File: src/rtl/aes_block_assembler.sv
// Packs a ciphertext byte stream into 128-bit AES blocks behind a 2-deep buffer.
// Optional inter-byte timeout is enabled with `define AES_ASM_TIMEOUT_EN.
module aes_block_assembler #(
    parameter int TIMEOUT_CYCLES = 2000000,
    parameter bit MSB_FIRST      = 1'b1
) (
    input  logic         clk,
    input  logic         rst_n,
    input  logic         in_valid,
    input  logic [7:0]   in_data,
    output logic [127:0] out_block,
    output logic         out_valid,
    input  logic         out_ready,
    output logic         busy,
    output logic         overrun_err,
    output logic         timeout_err
);

    typedef enum logic [1:0] {IDLE, FILL, FULL} state_t;

    state_t        state;
    logic [127:0]  asm_q;
    logic [127:0]  asm_next;
    logic [3:0]    count;
    logic          out_free;

`ifdef AES_ASM_TIMEOUT_EN
    localparam int TW = (TIMEOUT_CYCLES > 2) ? $clog2(TIMEOUT_CYCLES) : 1;
    localparam logic [TW-1:0] TMAX = TW'(TIMEOUT_CYCLES - 1);
    logic [TW-1:0] tcnt;
`endif

    function automatic logic [127:0] place(
        input logic [127:0] base,
        input logic [3:0]   k,
        input logic [7:0]   b
    );
        logic [127:0] r;
        logic [3:0]   slot;
        r    = base;
        slot = MSB_FIRST ? (4'd15 - k) : k;
        r[{slot, 3'b000} +: 8] = b;
        return r;
    endfunction

    // A new block starts from zero so no stale bytes survive a discard.
    assign asm_next = place((state == FILL) ? asm_q : '0, count, in_data);
    assign out_free = !out_valid || out_ready;
    assign busy     = (state != IDLE);

    always_ff @(posedge clk) begin
        if (!rst_n) begin
            state       <= IDLE;
            asm_q       <= '0;
            count       <= '0;
            out_block   <= '0;
            out_valid   <= 1'b0;
            overrun_err <= 1'b0;
            timeout_err <= 1'b0;
`ifdef AES_ASM_TIMEOUT_EN
            tcnt        <= '0;
`endif
        end else begin
            overrun_err <= 1'b0;
            timeout_err <= 1'b0;
            if (out_valid && out_ready)
                out_valid <= 1'b0;
            case (state)
                IDLE: begin
                    if (in_valid) begin
                        asm_q <= asm_next;
                        count <= 4'd1;
                        state <= FILL;
`ifdef AES_ASM_TIMEOUT_EN
                        tcnt  <= '0;
`endif
                    end
                end
                FILL: begin
                    if (in_valid) begin
                        asm_q <= asm_next;
`ifdef AES_ASM_TIMEOUT_EN
                        tcnt  <= '0;
`endif
                        if (count == 4'd15) begin
                            count <= '0;
                            if (out_free) begin
                                out_block <= asm_next;
                                out_valid <= 1'b1;
                                state     <= IDLE;
                            end else begin
                                state <= FULL;
                            end
                        end else begin
                            count <= count + 4'd1;
                        end
                    end
`ifdef AES_ASM_TIMEOUT_EN
                    else if (tcnt == TMAX) begin
                        state       <= IDLE;
                        count       <= '0;
                        tcnt        <= '0;
                        timeout_err <= 1'b1;
                    end else begin
                        tcnt <= tcnt + 1'b1;
                    end
`endif
                end
                FULL: begin
                    if (out_free) begin
                        out_block <= asm_q;
                        out_valid <= 1'b1;
                        if (in_valid) begin
                            asm_q <= asm_next;
                            count <= 4'd1;
                            state <= FILL;
`ifdef AES_ASM_TIMEOUT_EN
                            tcnt  <= '0;
`endif
                        end else begin
                            state <= IDLE;
                        end
                    end else if (in_valid) begin
                        overrun_err <= 1'b1;
                    end
                end
                default: state <= IDLE;
            endcase
        end
    end

endmodule

File: config.mk
export PLATFORM = sky130hd
export DESIGN_NAME = aes_block_assembler
export DESIGN_NICKNAME = d
export VERILOG_FILES = /design/src/rtl/aes_block_assembler.sv
export SDC_FILE = /design/constraint.sdc
export NUM_CORES = 1
export LEC_CHECK = 0
export ABC_AREA = 0
export BUFFER_PORTS_ARGS = -buffer_cell sky130_fd_sc_hd__buf_2
export CORE_ASPECT_RATIO = 0.75
export CORE_MARGIN = 2
export CORE_UTILIZATION = 25
export CTS_BUF_LIST = sky130_fd_sc_hd__clkbuf_16
export CTS_CLUSTER_DIAMETER = 120
export DETAILED_ROUTE_END_ITERATION = 16
export GPL_TIMING_DRIVEN = 0
export PLACE_DENSITY_LB_ADDON = 0.3
export SLEW_MARGIN = 20
export SYNTH_ARGS = -nofsm -noshare
export SYNTH_HDL_FRONTEND = slang
export SYNTH_SLANG_ARGS = --single-unit
export TNS_END_PERCENT = 100
File: constraint.sdc
create_clock -name clk -period 2.6 [get_ports clk]
set_input_delay 0.26 -clock clk [delete_from_list [all_inputs] [get_ports clk]]
set_output_delay 0.26 -clock clk [all_outputs]
set_load 0.01 [all_outputs]
==> reports/metrics.cfg, run 1 <==
[drt]
finalWirelength_um = 45300
drc = 0
via_count = 11300
dr.pass1.iters = 7
drtAntennaViolNets = 0
drt-initial-drc-count = 957
avgViaCountPerCell = 5.28
wl_per_cell_um = 21.1

[synth]
synth-warning-count = 0
yosys.area_share.simple = 0.162
synth_area_um2 = 11800
postSynthAreaPerCell_um2 = 8.92
synth_top_family_by_area = compound AO/OA/AOI/OAI gates
synth_edf_count = 0
ys_seq_area_frac = 0.448
ys_seq_elements = 264
synthMuxAreaShare = 0.0357
syn_nets = 1340
syn_inst = 1321
ys.flop_type = dfxtp_1
yosysUniqueCellTypes = 59
synth_fa_ha_area_frac = 0.00743
synthXorXnorAreaFrac = 0
synth_compound_area_frac = 0.289
async_flop_share = 0

[timing]
fin_crit_sh = 0.959
maxSlewHeadroom = 0.165
finalCriticalPeriod_ps = 2490
maxSlewViolCount = 0
setup_viol = 0
setup_tns_ps = 0
rsz0062_at_grt = true
worst_slack_ps = 107
clock_skew_ps = 13.6
hold_violations = 0
tightest_slew_ps = 1250
clock.fmax_ghz = 0.401

[placement]
post-place-ws_ps = -137
dpl.hpwl_um = 33100
portBuffers = 142
gp_congestion = 0.901
placed_cell_area_um2 = 13300

[worst_hold_path]
hold_path.class = primary input to register
min_delay_path_depth = 3

[grt]
grt_first_pass_wirelength_um = 67000
grt-ovfl-total = 0
grt_max_degree = 14
grt_pass1_vias = 10600
grt_usage = 0.180
antenna_found_initial = 3

[setup_path]
path_depth = 8
reg2reg_from = count[0]
cp_num_buf_inv = 3
slowest_delay_ps = 460
required_ps = 3030
cp.arrival_ps = 2920
worst-r2r-cell-count = 8
cp_top_family = compound AO/OA/AOI/OAI gates
cp-startpoint = count[0]
startpoint_type = register
crit_end = out_block[0]
crit_slowest_cell = or3_4
r2r_slack_ps = 110
cp-end-kind = register
rr_endpoint = out_block[0]
crit_chain = buf_6 > inv_1 > ha_1 > clkbuf_4 > or3_4 > a21o_4 > a221oi_2 > nor2_1
critPathMaxFanout = 10
crit_type = register to register

[die]
rows = 68
die_w_um = 255
ios = 144
core_area_um2 = 46300
fp.dieArea_um2 = 48900
initial_core_util = 0.255
die_y_um = 192

[cts]
cts_tree = built
clockRootBuffer = clkbuf_16
cts_buffers = 28
clkTransAtPathRegs_ps = 60
cts_max_path_buffers = 3
cts.sinks = 264
clock_latency_ps = 560
cts_max_level = 1

[finish]
design_area_um2 = 14600
area_delta_synth_final_pct = 23.5
drive_gt1_frac = 0.228
multiInputGateArea_um2 = 6100
register_area_um2 = 5290
fillers = 4893
final_net_count = 1511

[power_and_ir_drop]
power.total_mw = 10.3
irDropWorstVdd_mv = 0.405
pwr_density_cell_nw_per_um2 = 705
leakage_nw = 5.87

[outcome]
status = completed

[flow_run]
cap_violations = 0

metrics by stage:
stage	std cells	hold slack (ps)	util
2_1_floorplan	1321	402	-
3_3_place_gp	2093	443	0.287
3_5_place_dp	2093	444	0.287
4_1_cts	2134	51.1	0.307
5_1_grt	2141	82.5	0.315
6_report	2142	83.0	0.315
layout by cell type (no fill, tap or decap), types with 48 or more instances in the layout:
cell type / count
o221ai_1: 59
and2_1: 48
a21oi_1: 78
nor2_1: 81
buf_2: 173
o21ai_0: 126
nand2_1: 76
nand3_1: 98
a22o_1: 56
dfxtp_1: 264
clkbuf_1: 59
cells in the mapped netlist, types with 3 or more instances:
| library cell | number | area, um2 |
|---|---|---|
| inv_1 | 11 | 41.3 |
| a22o_1 | 56 | 490 |
| buf_6 | 3 | 33.8 |
| nor2b_1 | 21 | 131 |
| o21ai_2 | 6 | 52.6 |
| nand2_1 | 78 | 293 |
| a221oi_1 | 56 | 490 |
| nand2b_1 | 5 | 31.3 |
| a21oi_1 | 80 | 400 |
| and3_1 | 4 | 25.0 |
| nor3_2 | 8 | 80.1 |
| nor2_1 | 84 | 315 |
| o221ai_1 | 59 | 517 |
| nand4b_1 | 3 | 26.3 |
| a21o_1 | 18 | 135 |
| and2_1 | 58 | 363 |
| nand3_1 | 99 | 495 |
| mux2_2 | 8 | 90.1 |
| dfxtp_1 | 264 | 5290 |
| o2bb2ai_1 | 8 | 70.1 |
| o21ai_0 | 126 | 631 |
| clkbuf_1 | 78 | 293 |
| o31ai_1 | 4 | 30.0 |
| buf_2 | 38 | 190 |
| a21boi_1 | 35 | 263 |
| a22oi_1 | 8 | 60.1 |
| ha_1 | 7 | 87.6 |
| mux2i_1 | 33 | 330 |
| buf_4 | 13 | 97.6 |
| o21ai_1 | 11 | 55.1 |
cell type report:
cell class | instances | share of cell area
diodes | 1 | 0.000172
plain buffers | 124 | 0.0435
clock buffers | 29 | 0.0498
clock inverters | 20 | 0.0126
inverters | 11 | 0.00284
multi-input cells | 911 | 0.419
flip-flops and latches | 264 | 0.363
well taps | 630 | 0.0541
repair buffers | 152 | 0.0548
worst min path at each step:
stage | to | from | slack [ps]
global placement | out_block[56] | out_block[56] | 440
finish | overrun_err | in_valid | 80
CTS | overrun_err | in_valid | 50
global route | overrun_err | in_valid | 80
floorplan | overrun_err | in_valid | 400
detailed placement | out_block[57] | out_block[57] | 440
timing repair:
action | CTS | global route
buffers inserted | 0 | 10
pin swaps | 0 | 10
endpoints found under the setup margin | 124 | 234
hold buffers | 0 | 0
resized for setup | 18 | 68
per-layer routing:
metal  track usage  vias up  wire (um)
li1              -     5227          -
met1         0.266     5622      21700
met2         0.263      405      19000
met3        0.0413       61       3650
met4        0.0391        0        860
met5             0        -          0
worst min-delay path: cells and delay by family:
family | cells | cell delay [ps]
AND/OR/NAND/NOR | 2 | 160
buffers and inverters | 1 | 140
cells by family after synthesis:
kind of cell / count (synthesis)
adder cells (fa/ha/maj): 7
AO/OA/AOI/OAI: 485
other: 1
flip-flops: 264
buffers and inverters: 146
multiplexers: 41
AND/OR/NAND/NOR: 377
state kept, by name (all words and copies together), names as in the netlist:
| register | count |
|---|---|
| asm_q | 128 |
| count | 4 |
| out_block | 128 |
| out_valid | 1 |
| overrun_err | 1 |
| state | 2 |
power by group:
group	switching (mW)	internal [mW]	total, mW
Sequential	0.136	4.27	4.40
Clock	1.67	2.39	4.06
Combinational	1.26	0.557	1.81
Power figures use the tool's default switching activity.
==> run 2, diff against run 1 <==
CORE_MARGIN = 4   (was 2)
PLACE_DENSITY = 0.39   (was default)
PLACE_DENSITY_LB_ADDON = default   (was 0.3)
==> reports/metrics.cfg, run 2 (same netlist as run 1, synthesis figures left out) <==
[timing]
maxSlewViolCount = 0
tightest_slew_ps = 1090
rsz0062_at_grt = true
finalCriticalPeriod_ps = 2540
clock_skew_ps = 11.6
maxSlewHeadroom = 0.270
fin_crit_sh = 0.976
hold_violations = 0
clock.fmax_ghz = 0.394
setup_viol = 0

[finish]
post-route-util = 0.314
drive_gt1_frac = 0.221
fin_cells = 2144
area_delta_synth_final_pct = 23.4
diodes = 0
final_net_count = 1510
reg_top3 = asm_q x128, out_block x128, count x4
final_cell_mix = 264 x dfxtp_1, 172 x buf_2, 126 x o21ai_0, 98 x nand3_1, 84 x nor2_1
mostFrequentLayoutCell = dfxtp_1

[placement]
dp.cells = 2093
gp_congestion = 0.854
portBuffers = 142
dpl.hpwl_um = 34500

[die]
core_area_um2 = 46300
initial_core_util = 0.255
rows = 68
die_w_um = 259
fp.dieArea_um2 = 50700
die_y_um = 196
ios = 144

[setup_path]
cp_num_buf_inv = 3
crit_chain = buf_6 > inv_1 > ha_1 > clkbuf_4 > or3_4 > nor2_1 > a221oi_1 > nor2_1
crit_type = register to register
critPathMaxFanout = 10
slowest_delay_ps = 490
worst-r2r-cell-count = 8
cp-startpoint = count[0]
cp-end-kind = register
crit_slowest_cell = nor2_1
path_depth = 8
startpoint_type = register
reg2reg_from = count[0]
cpMostUsedCell = nor2_1
cp_top_family = simple AND/OR/NAND/NOR gates
required_ps = 3110
cp.arrival_ps = 3050

[power_and_ir_drop]
pwr_density_cell_nw_per_um2 = 720
power.total_mw = 10.5
leakage_nw = 5.88
irDropWorstVdd_mv = 0.439

[cts]
cts_tree = built
cts.sinks = 264
clockRootBuffer = clkbuf_16
cts_buffers = 30
cts_max_level = 1
clock_latency_ps = 580
cts_max_path_buffers = 3
clkTransAtPathRegs_ps = 60

[grt]
grt_first_pass_wirelength_um = 72100
grt-ovfl-total = 0
antenna_found_initial = 1
grt_pass1_vias = 10900
grt_usage = 0.185
grt_max_degree = 15

[drt]
drc = 0
wl_per_cell_um = 22.5
drt-initial-drc-count = 788
avgViaCountPerCell = 5.15
drtAntennaViolNets = 0
via_count = 11000
dr.pass1.iters = 6
finalWirelength_um = 48300

[worst_hold_path]
min-delay-start = in_valid
min_delay_path_depth = 3
hold_path.class = primary input to register

[flow_run]
cap_violations = 0

[outcome]
status = completed

==> run 2: cell count changes in the layout (fill, tap and decap cells not counted), sizes merged <==
cell,change
inv,+3
diode,-1
bufinv,-1
clkinvlp,+2
buf,-3
clkbuf,+2
==> run 2: report_power, final <==
group / switching, mW / internal, mW
clock: 1.81 / 2.43
sequential: 0.127 / 4.27
combinational: 1.28 / 0.546
total: 3.22 / 7.25
==> run 2: per-layer routing <==
| layer | global-route usage | share of wire |
|---|---|---|
| met1 | 0.277 | 0.49 |
| met2 | 0.267 | 0.41 |
| met3 | 0.0447 | 0.078 |
| met4 | 0.0416 | 0.022 |
| met5 | 0 | 0.00027 |
==> run 2: timing repair <==
item | CTS | global route
setup endpoints to repair | 226 | 235
setup buffers | 2 | 4
pin swaps | 1 | 4
endpoints found under the hold margin | 0 | 0
resized for setup | 33 | 35
hold buffers | 0 | 0
==> run 2: area by class of cell <==
class | instances | area (um2)
Fill cell | 5011 | 31700
Multi-Input combinational cell | 911 | 6040
Clock inverter | 24 | 184
Sequential cell | 264 | 5290
Clock buffer | 31 | 776
Tap cell | 630 | 788
Timing Repair Buffer | 148 | 781
Buffer | 125 | 641
Inverter | 11 | 41.3
==> run 2: per-stage QoR <==
stage | hold slack, ps | area (um2) | worst slack (ps) | setup TNS [ps]
4_1_cts | 22.5 | 14400 | -9.64 | -9.64
3_3_place_gp | 440 | 13300 | -347 | -31810
6_report | 58.4 | 14500 | 61.2 | 0
2_1_floorplan | 402 | 11800 | 433 | 0
3_5_place_dp | 450 | 13300 | -322 | -29150
5_1_grt | 47.2 | 14500 | -59.6 | -306
==> run 2: worst register-to-register path: stages (launching register included) <==
cell and delay [ps]:
dfxtp_1 390, buf_6 180, inv_1 90, ha_1 290
clkbuf_4 200, or3_4 450, nor2_1 500, a221oi_1 210
nor2_1 170
==> run 2: path summary, 6_finish.rpt <==
check	end	slack, ps
setup / recovery	out_block[0]	60
hold / removal	overrun_err	60
setup reg to reg	out_block[0]	60
hold reg to reg	out_block[42]	450
==> run 3, diff against run 2 <==
CORE_ASPECT_RATIO = default   (was 0.75)
REMOVE_ABC_BUFFERS = 1   (was default)
==> reports/metrics.cfg, run 3 (same netlist as run 1, synthesis figures left out) <==
[finish]
register_area_um2 = 5300
reg_top3 = asm_q x128, out_block x128, count x4
drive_gt1_frac = 0.209
post-route-util = 0.312
area_delta_synth_final_pct = 23.4
final_net_count = 1435
fillers = 4883
final_cell_mix = 260 x dfxtp_1, 141 x buf_2, 126 x o21ai_0, 98 x nand3_1, 84 x nor2_1
mostFrequentLayoutCell = dfxtp_1
diodes = 0
multiInputGateArea_um2 = 6010

[timing]
clock.fmax_ghz = 0.404
worst_slack_ps = 125
fin_crit_sh = 0.952
maxSlewViolCount = 0
clock_skew_ps = 13.9
setup_viol = 0
finalCriticalPeriod_ps = 2480
tightest_slew_ps = 863
hold_violations = 0
setup_tns_ps = 0
maxSlewHeadroom = 0.425

[outcome]
status = completed

[setup_path]
cp.arrival_ps = 2880
critPathMaxFanout = 25
crit_type = register to register
cp-end-kind = register
required_ps = 3000
startpoint_type = register

[grt]
grt-ovfl-total = 0
grt_usage = 0.161
antenna_found_initial = 1
grt_pass1_vias = 10200
grt_first_pass_wirelength_um = 64600
grt_max_degree = 130

[power_and_ir_drop]
p_sw_frac = 0.297
power.total_mw = 10.6
switching_power_mw = 3.13
pwr_density_cell_nw_per_um2 = 726
pwr-share-seq = 0.416
irDropWorstVdd_mv = 0.424
p_clk_frac = 0.416
leakage_nw = 5.79
p_comb_frac = 0.168
internal_power_mw = 7.43

[cts]
cts.sinks = 264
clockRootBuffer = clkbuf_16
cts_max_level = 2
ctsHoldBuffers = 0
cts_tree = built
cts_buffers = 34
clkTransAtPathRegs_ps = 60
clock_latency_ps = 520
cts_max_path_buffers = 3

[placement]
post-place-ws_ps = -836
portBuffers = 142
gp_congestion = 0.754
dpl.hpwl_um = 25500

[die]
die_w_um = 225
fp.dieArea_um2 = 50700
rows = 79
core_area_um2 = 46600
die_y_um = 225
ios = 144
initial_core_util = 0.253

[drt]
drtAntennaViolNets = 0
wl_per_cell_um = 20.6
via_count = 10400
drt-initial-drc-count = 772
dr.pass1.iters = 4
drc = 0
avgViaCountPerCell = 5.10
finalWirelength_um = 42100

[worst_hold_path]
hold_path.class = primary input to register

[flow_run]
cap_violations = 0

run 3: worst paths after layout:
| kind | from | to | slack, ps | cells after the start |
|---|---|---|---|---|
| worst max-delay path | count[0] | out_block[5] | 120 | 10 |
| worst min-delay path | in_valid | overrun_err | 60 | 3 |
| worst max register to register | count[0] | out_block[5] | 120 | 10 |
| worst min register to register | out_block[57] | out_block[57] | 440 | 2 |
run 3: power by group through the flow:
stage                     combinational (mW)  sequential (mW)  clock, mW
final                                   1.77             4.40       4.39
after global routing                    1.95             4.42       4.71
after CTS                               1.77             4.40       4.55
after detailed placement                1.70             4.49          0
after global placement                  1.64             4.48          0
after floorplan                        0.818             4.54          0
run 3: stage by stage:
stage	hold slack, ps	std cells	cell area, um2
3_3_place_gp	436	1935	12600
5_1_grt	44.2	2047	14500
3_5_place_dp	440	1953	13100
6_report	56.1	2047	14500
2_1_floorplan	382	1186	11200
4_1_cts	25.4	2025	14300
run 3: metal layers:
| metal | part of all wire | vias up | routed length [um] | GRT usage |
|---|---|---|---|---|
| met2 | 0.46 | 206 | 19200 | 0.252 |
| li1 | - | 5090 | - | - |
| met5 | 0 | - | 0 | 0 |
| met4 | 0.018 | 0 | 744 | 0.0387 |
| met3 | 0.049 | 47 | 2060 | 0.0306 |
| met1 | 0.48 | 5098 | 20100 | 0.230 |
run 3: cell type report:
cell class              instances  share of cell area
multi-input cells             913               0.413
flip-flops and latches        264               0.364
repair buffers                192              0.0962
clock buffers                  37              0.0637
well taps                     607              0.0522
clock inverters                23             0.00688
inverters                      11             0.00336
run 3: repair_timing:
action                                  CTS  global route
cloned                                    2             0
setup buffers                            10            22
resized for setup                        21             7
pin swaps                                 3             3
endpoints found under the setup margin  256            74
run 3: worst max-delay path: stages (launching register included):
cell,delay [ps]
dfxtp_4,450
ha_4,260
and2_2,230
and3_4,270
a32oi_4,130
buf_8,190
buf_8,160
buf_16,160
buf_16,160
a221oi_1,250
nor2_1,80
